**src/rtl/imm_gen_pipe.sv**
```systemverilog
// imm_gen_pipe
// Pipelined immediate generator for the miniRISC decode stage. Expands a raw
// IMM_W-bit immediate field into a DATA_W operand according to in_mode
// (sign, zero, shift-amount, upper, scaled branch offset). A PREFIX beat
// latches the upper DATA_W-IMM_W bits for the next SEXT/ZEXT beat, which is
// then emitted fused. The result is registered behind a valid/ready handshake
// with no skid buffer.
//
// Ports:
//   clk           clock, rising edge
//   rst           synchronous active-high reset
//   flush         synchronous pipeline flush (drops output and pending prefix)
//   in_valid      input beat valid
//   in_ready      block can accept a beat this cycle
//   in_mode       0 SEXT, 1 ZEXT, 2 SHAMT, 3 UPPER, 4 BRANCH, 5 PREFIX, 6-7 reserved
//   in_imm        raw immediate field
//   out_valid     out_imm valid
//   out_ready     consumer accepts output
//   out_imm       generated operand
//   out_prefixed  out_imm was built from latched prefix bits
//   out_err       beat carried a reserved mode
module imm_gen_pipe #(
    parameter int DATA_W    = 32,
    parameter int IMM_W     = 16,
    parameter int SHAMT_W   = 5,
    parameter int BR_SHIFT  = 0,
    parameter int PREFIX_EN = 1
) (
    input  logic              clk,
    input  logic              rst,
    input  logic              flush,
    input  logic              in_valid,
    output logic              in_ready,
    input  logic [2:0]        in_mode,
    input  logic [IMM_W-1:0]  in_imm,
    output logic              out_valid,
    input  logic              out_ready,
    output logic [DATA_W-1:0] out_imm,
    output logic              out_prefixed,
    output logic              out_err
);

    // Number of bits a prefix contributes above the raw immediate.
    localparam int P = DATA_W - IMM_W;

    localparam logic [2:0] MODE_SEXT   = 3'd0;
    localparam logic [2:0] MODE_ZEXT   = 3'd1;
    localparam logic [2:0] MODE_SHAMT  = 3'd2;
    localparam logic [2:0] MODE_UPPER  = 3'd3;
    localparam logic [2:0] MODE_BRANCH = 3'd4;
    localparam logic [2:0] MODE_PREFIX = 3'd5;

    localparam logic STATE_IDLE     = 1'b0;
    localparam logic STATE_PREFIXED = 1'b1;

    logic              state;
    logic [P-1:0]      prefix_reg;
    logic              accept;
    logic              is_prefix;
    logic              fuse;
    logic [DATA_W-1:0] sext_val;
    logic [DATA_W-1:0] result;
    logic              result_err;

    // No skid buffer: a beat is taken only when the output slot is free or
    // draining this cycle, and never during a flush.
    assign in_ready  = !flush && (!out_valid || out_ready);
    assign accept    = in_valid && in_ready;
    assign is_prefix = (PREFIX_EN != 0) && (in_mode == MODE_PREFIX);
    assign sext_val  = {{P{in_imm[IMM_W-1]}}, in_imm};

    // Only SEXT and ZEXT consume a pending prefix; other modes discard it.
    assign fuse = (state == STATE_PREFIXED) &&
                  ((in_mode == MODE_SEXT) || (in_mode == MODE_ZEXT));

    always_comb begin
        result     = '0;
        result_err = 1'b0;
        case (in_mode)
            MODE_SEXT:   result = fuse ? {prefix_reg, in_imm} : sext_val;
            MODE_ZEXT:   result = fuse ? {prefix_reg, in_imm} : {{P{1'b0}}, in_imm};
            MODE_SHAMT:  result = {{(DATA_W-SHAMT_W){1'b0}}, in_imm[IMM_W-1 -: SHAMT_W]};
            MODE_UPPER:  result = {in_imm, {P{1'b0}}};
            MODE_BRANCH: result = sext_val << BR_SHIFT;
            // Reserved modes, including PREFIX when prefixing is disabled.
            // When PREFIX is enabled this value is never registered.
            default:     result_err = 1'b1;
        endcase
    end

    // A prefix beat only updates the prefix state; the output slot may still
    // drain in the same cycle. Output registers change only on a non-prefix
    // accept, so they hold steady under backpressure and across a flush.
    always_ff @(posedge clk) begin
        if (rst) begin
            out_valid    <= 1'b0;
            out_imm      <= '0;
            out_prefixed <= 1'b0;
            out_err      <= 1'b0;
            state        <= STATE_IDLE;
            prefix_reg   <= '0;
        end else if (flush) begin
            out_valid <= 1'b0;
            state     <= STATE_IDLE;
        end else if (accept && is_prefix) begin
            prefix_reg <= in_imm[P-1:0];
            state      <= STATE_PREFIXED;
            if (out_ready) begin
                out_valid <= 1'b0;
            end
        end else if (accept) begin
            out_valid    <= 1'b1;
            out_imm      <= result;
            out_prefixed <= fuse;
            out_err      <= result_err;
            state        <= STATE_IDLE;
        end else if (out_ready) begin
            out_valid <= 1'b0;
        end
    end

endmodule

```
**config.mk**
```make
export PLATFORM = sky130hd
export DESIGN_NAME = imm_gen_pipe
export DESIGN_NICKNAME = d
export VERILOG_FILES = /design/src/rtl/imm_gen_pipe.sv
export SDC_FILE = /design/constraint.sdc
export NUM_CORES = 1
export LEC_CHECK = 0
export CELL_PAD_IN_SITES_DETAIL_PLACEMENT = 1
export CELL_PAD_IN_SITES_GLOBAL_PLACEMENT = 2
export CORE_MARGIN = 3
export CORE_UTILIZATION = 30
export CTS_BUF_LIST = sky130_fd_sc_hd__clkbuf_8
export DETAILED_ROUTE_END_ITERATION = 7
export MAX_ROUTING_LAYER = met4
export PLACE_DENSITY = 0.84
export SLEW_MARGIN = 10
export SYNTH_ARGS = -nofsm -noshare
export SYNTH_HDL_FRONTEND = slang
export SYNTH_SLANG_ARGS = --single-unit
```
**constraint.sdc**
```tcl
create_clock -name clk -period 1.55 [get_ports clk]
set_input_delay 0.155 -clock clk [delete_from_list [all_inputs] [get_ports clk]]
set_output_delay 0.155 -clock clk [all_outputs]
set_load 0.01 [all_outputs]
```
* Word-level counts from Yosys, hierarchy flattened
Index checks and enable logic that the tools add are counted.
** Storage, ports and cells
- Register bits after elaboration :: 52
- Memories :: 0
- Logic and storage cells :: 36
- Output and inout bits :: 36
- Bits in writable memories :: 0
- Bits in read-only memories :: 0
- Bits of input ports :: 24
- Latch bits :: 0
** Operators by class
- Shifts and indexed selects :: 0
- Eq/ne operators :: 5
- Reduce and logical (&&, ||, !) cells :: 14
- Add/subtract/negate cells :: 0
- Bitwise logic cells :: 2
- Multiply operators :: 0
- Div/mod/pow operators :: 0
- Mux-type cells :: 9
- Magnitude comparators :: 0
** Operators with widths (count)
- case mux 32 bit (5 select lines) :: 1
- two-way mux 32 bit :: 2
- == test 3 x 2 -> 1 bit, second input constant :: 2
- == test 3 bit, second input constant :: 2
- two-way mux 1 bit :: 6
- OR reduction 5 bit :: 1
- logical AND 1 bit :: 4
- == test 3 x 1 -> 1 bit, second input constant :: 1
- logical NOT 3 bit :: 1
- AND reduction 3 bit :: 1
- logical NOT 1 bit :: 2
- logical OR 1 bit :: 2
- inverter 1 bit :: 2
- AND reduction 2 bit :: 1
- nonzero test 2 bit :: 1
- OR reduction 2 bit :: 1

* Logic depth before layout (Yosys ltp)
- Word-level depth :: 7
- Depth in mapped cells :: 8
- Mapped depth without buffers :: 4

* Worst setup path after synthesis
No wires, ideal clock.
- Kind :: flip-flop to flip-flop
- From :: register out_valid
- To :: register out_imm[25]
- Cell stages (with the launch flop) :: 6
- Data arrival time :: 1.328 ns
- Required time :: 1.420 ns
- Setup slack :: 0.092 ns
- Clock period less this slack :: 1.458 ns
- Path buffers :: 1
- Cell sequence :: dfxtp_1 nor2b_1 nor2_2 nand2_1 buf_2 o22ai_1
** On the way
- Longest elaborated chain between the ends :: 7
** RTL lines
- from (decl) :: line 36 : output logic out_valid,
- from (signal assigned) :: line 96 : out_valid <= 1'b0;
- from (signal assigned) :: line 103 : out_valid <= 1'b0;
- from (signal assigned) :: line 109 : out_valid <= 1'b0;
- logical NOT 1 bit * :: line 67 : assign in_ready = !flush && (!out_valid || out_ready);
- logical OR 1 bit * :: line 67
- logical AND 1 bit * :: line 67
- logical AND 1 bit * :: line 68 : assign accept = in_valid && in_ready;
- logical AND 1 bit :: line 105 : end else if (accept && is_prefix) begin
- inverter 1 bit (no line)
- AND reduction 3 bit (no line) *
- to (signal assigned) :: line 113 : out_imm <= result;
- to (decl) :: line 38 : output logic [DATA_W-1:0] out_imm,
Mark *: on every way between the ends. The rest lies on a longest branch, timed or not.
A chain may end at the register's enable or synchronous reset.

* Worst setup path in the final report
- From :: register state
- To :: register out_imm[29]
** On the way
- Longest elaborated chain between the ends :: 3
** RTL lines
- from (decl) :: line 56 : logic state;
- from (signal assigned) :: line 100 : state <= STATE_IDLE;
- from (signal assigned) :: line 104 : state <= STATE_IDLE;
- from (signal assigned) :: line 107 : state <= STATE_PREFIXED;
- logical AND 1 bit * :: line 73 : assign fuse = (state == STATE_PREFIXED) &&
- two-way mux 32 bit, on equally long branches :: line 81, 80
- case mux 32 bit (5 select lines) * :: line 79 : case (in_mode)
Marked as above.

==> metrics.txt <==
critical path class=reg -> reg; Post-synth ARST share=0; overall power=2.69 mW; Clk pin slew, worst setup/hold paths=0.12 ns; post-detailed-route count of antenna-violating nets=0; max reg flops=32; vias=2,394; Final Setup Violations=0; instance count on the critical path=5; Synth area leader=dfxtp_1; R2R setup slack=0.13 ns; compound-gate portion of the synthesized area=0.261; slowest CP cell=dfxtp_1; Setup WS pre-CTS=-0.267 ns; Ys Warns=0; post-DR vias/cell=5.25; Max Slew Vio Count=0; DR WL/cell=17.9 um; syn nets=300; Final nets=377; post-synthesis adder-cell area fraction=0; global route overflow=0; largest net degree at the start of global routing=24; RSZ-0062 raised after global routing=no; most numerous cell in the Yosys netlist=nand2_1; die area=9260 sq um; HPWL Detailed=5.88 mm; Mean Syn Cell Area=8.84 sq um; r2r endpoint=out_imm[29]; worst setup path end=out_imm[29]; Setup crit end kind=flop; starting density of the core=0.313; DRT iter0 DRCs=88; part of the cycle the worst path needs=0.914; Die Span X=96.2 um; Yosys top cell area share=0.426; die height=96.2 um; CTS buffer count=5; Port Buf Inserts=59; number of diodes=0; Synth area leaders=dfxtp_1 43%, nand2_1 8.3%, a21oi_1 7.4%; CTS tree=yes; Fin. Hold Viols=0; first-pass GRT wire length=13.1 mm; leak pwr=1.16 nW; synth unique cells=38; Pwr per Cell Area=778 nW/um^2; WP buf/inv=1; Worst-Skew Late Latency=0.32 ns; relative max-transition margin=0.776; core area=7810 sq um; Post-synth top flop=dfxtp_1; CTS H-tree depth=2; Setup Skew=0.0127 ns; drc violations=0; worst path arrival time=1.61 ns; vias in the first global route=2,561; Post-synth EDFFs=0; Critical R2R Launch=state; crit path time final=1.42 ns; delay-heaviest family, CP=flip-flops; sequential area share after synthesis=0.426; IO Count=60; GPL Wtd Cong=0.878; post-synthesis simple-gate area fraction=0.188; Pre-antenna DRT Iters=4; area of the mapped netlist=2440 sq um; fraction of layout cells with a size suffix above 1=0.175; all-layer global routing usage=0.190; Commonest cells post-synth=54 x nand2_1, 52 x dfxtp_1, 36 x a21oi_1; CP startpoint kind=flop; crit path max fanout=11; fmax=0.706 GHz; Req. time, crit path=1.75 ns; row count=32; IR drop worst, VDD=0.344 mV; initial antenna violation count=0; Final WS setup=0.133 ns; status=complete, no violations; Critical Path Max Stage Delay=0.37 ns; Yosys reg bits=52; Area Overhead vs Synth=41.6%; cells after synthesis=276; R2R cell count=5; Clock Path Buffers=2; Max-Cap Viols=0; min-delay worst type=in -> reg; Critical Path Start=state; final wirelength=8.15 mm; fraction of synthesized area in multiplexers=0.0620; largest family of logic cells by synthesized area=compound AO/OA/AOI/OAI gates; Fillers=900; Root Driver=clkbuf_8; cts-stage hold buffer count=0; Cells on Worst Hold Path=2; critical-path cell list=nor2b_4 -> buf_12 -> mux2i_1 -> a2bb2oi_1 -> o22ai_1; # clock sinks=52; Tightest Pin Transition=0.335 ns; post-synthesis xor/xnor area fraction=0
## per-stage QoR
stage	instances	hold WS (ns)	setup TNS (ns)	utilization	cell area [sq um]
floorplan	276	0.233	0	-	2440
detailed placement	448	0.445	-8.00	0.429	3350
CTS	456	0.196	0	0.442	3450
global route	456	0.206	0	0.443	3460
global placement	448	0.444	-5.65	0.429	3350
finish	456	0.193	0	0.443	3460
## cell usage in the layout (no fill, tap or decap), types with 2 or more instances in the layout
cell / instances
a22o_1: 5
o21ai_0: 2
nand2b_1: 2
and3b_1: 2
clkdlybuf4s50_1: 56
buf_4: 30
a21oi_1: 36
inv_6: 2
nor2_1: 3
o22ai_1: 14
dfxtp_1: 52
mux2i_1: 14
a2bb2oi_1: 13
nand2_1: 54
a22oi_2: 10
nand3_1: 14
nor2b_1: 4
a22oi_1: 6
nand3b_1: 3
clkbuf_8: 5
buf_12: 6
## worst min-delay path by stage
| stage | slack, ns | start | endpoint |
|---|---|---|---|
| 2_1_floorplan | 0.23 | flush | out_valid |
| 4_1_cts | 0.20 | rst | prefix_reg[14] |
| 3_5_place_dp | 0.45 | out_imm[9] | out_imm[9] |
| 3_3_place_gp | 0.44 | out_imm[2] | out_imm[2] |
| 6_report | 0.19 | rst | out_imm[12] |
| 5_1_grt | 0.21 | rst | out_imm[12] |
## cell type report
| class | instances | area [sq um] | area share |
|---|---|---|---|
| clock buffers | 5 | 68.8 | 0.0199 |
| clock inverters | 3 | 28.8 | 0.00833 |
| inverters | 1 | 3.75 | 0.00109 |
| multi-input cells | 198 | 1250 | 0.363 |
| flip-flops and latches | 52 | 1040 | 0.301 |
| well taps | 102 | 128 | 0.0369 |
| repair buffers | 95 | 932 | 0.270 |
## what timing repair did
action,in CTS,in global routing
gates resized for setup,1,2
gates cloned,0,0
setup endpoints to repair,1,2
endpoints found under the hold margin,0,0
buffers inserted,0,0
## cells by family (layout without fill, tap and decap cells)
logic type | Yosys count | after routing
AND/OR/NAND/NOR | 93 | 93
multiplexers | 15 | 15
buffers and inverters | 26 | 104
flip-flops | 52 | 52
AO/OA/AOI/OAI | 90 | 90
## power breakdown
group,internal (mW),switching (mW)
registers,1.36,0.0177
clock network,0.343,0.531
logic,0.221,0.212
## routing by layer
metal	wire, um	GRT usage	share of wire
met3	306	0.0266	0.038
met5	0	-	0
met1	3690	0.234	0.45
met4	119	0.0533	0.015
met2	4040	0.323	0.50
Note: power is estimated with default switching activity, not from simulation.
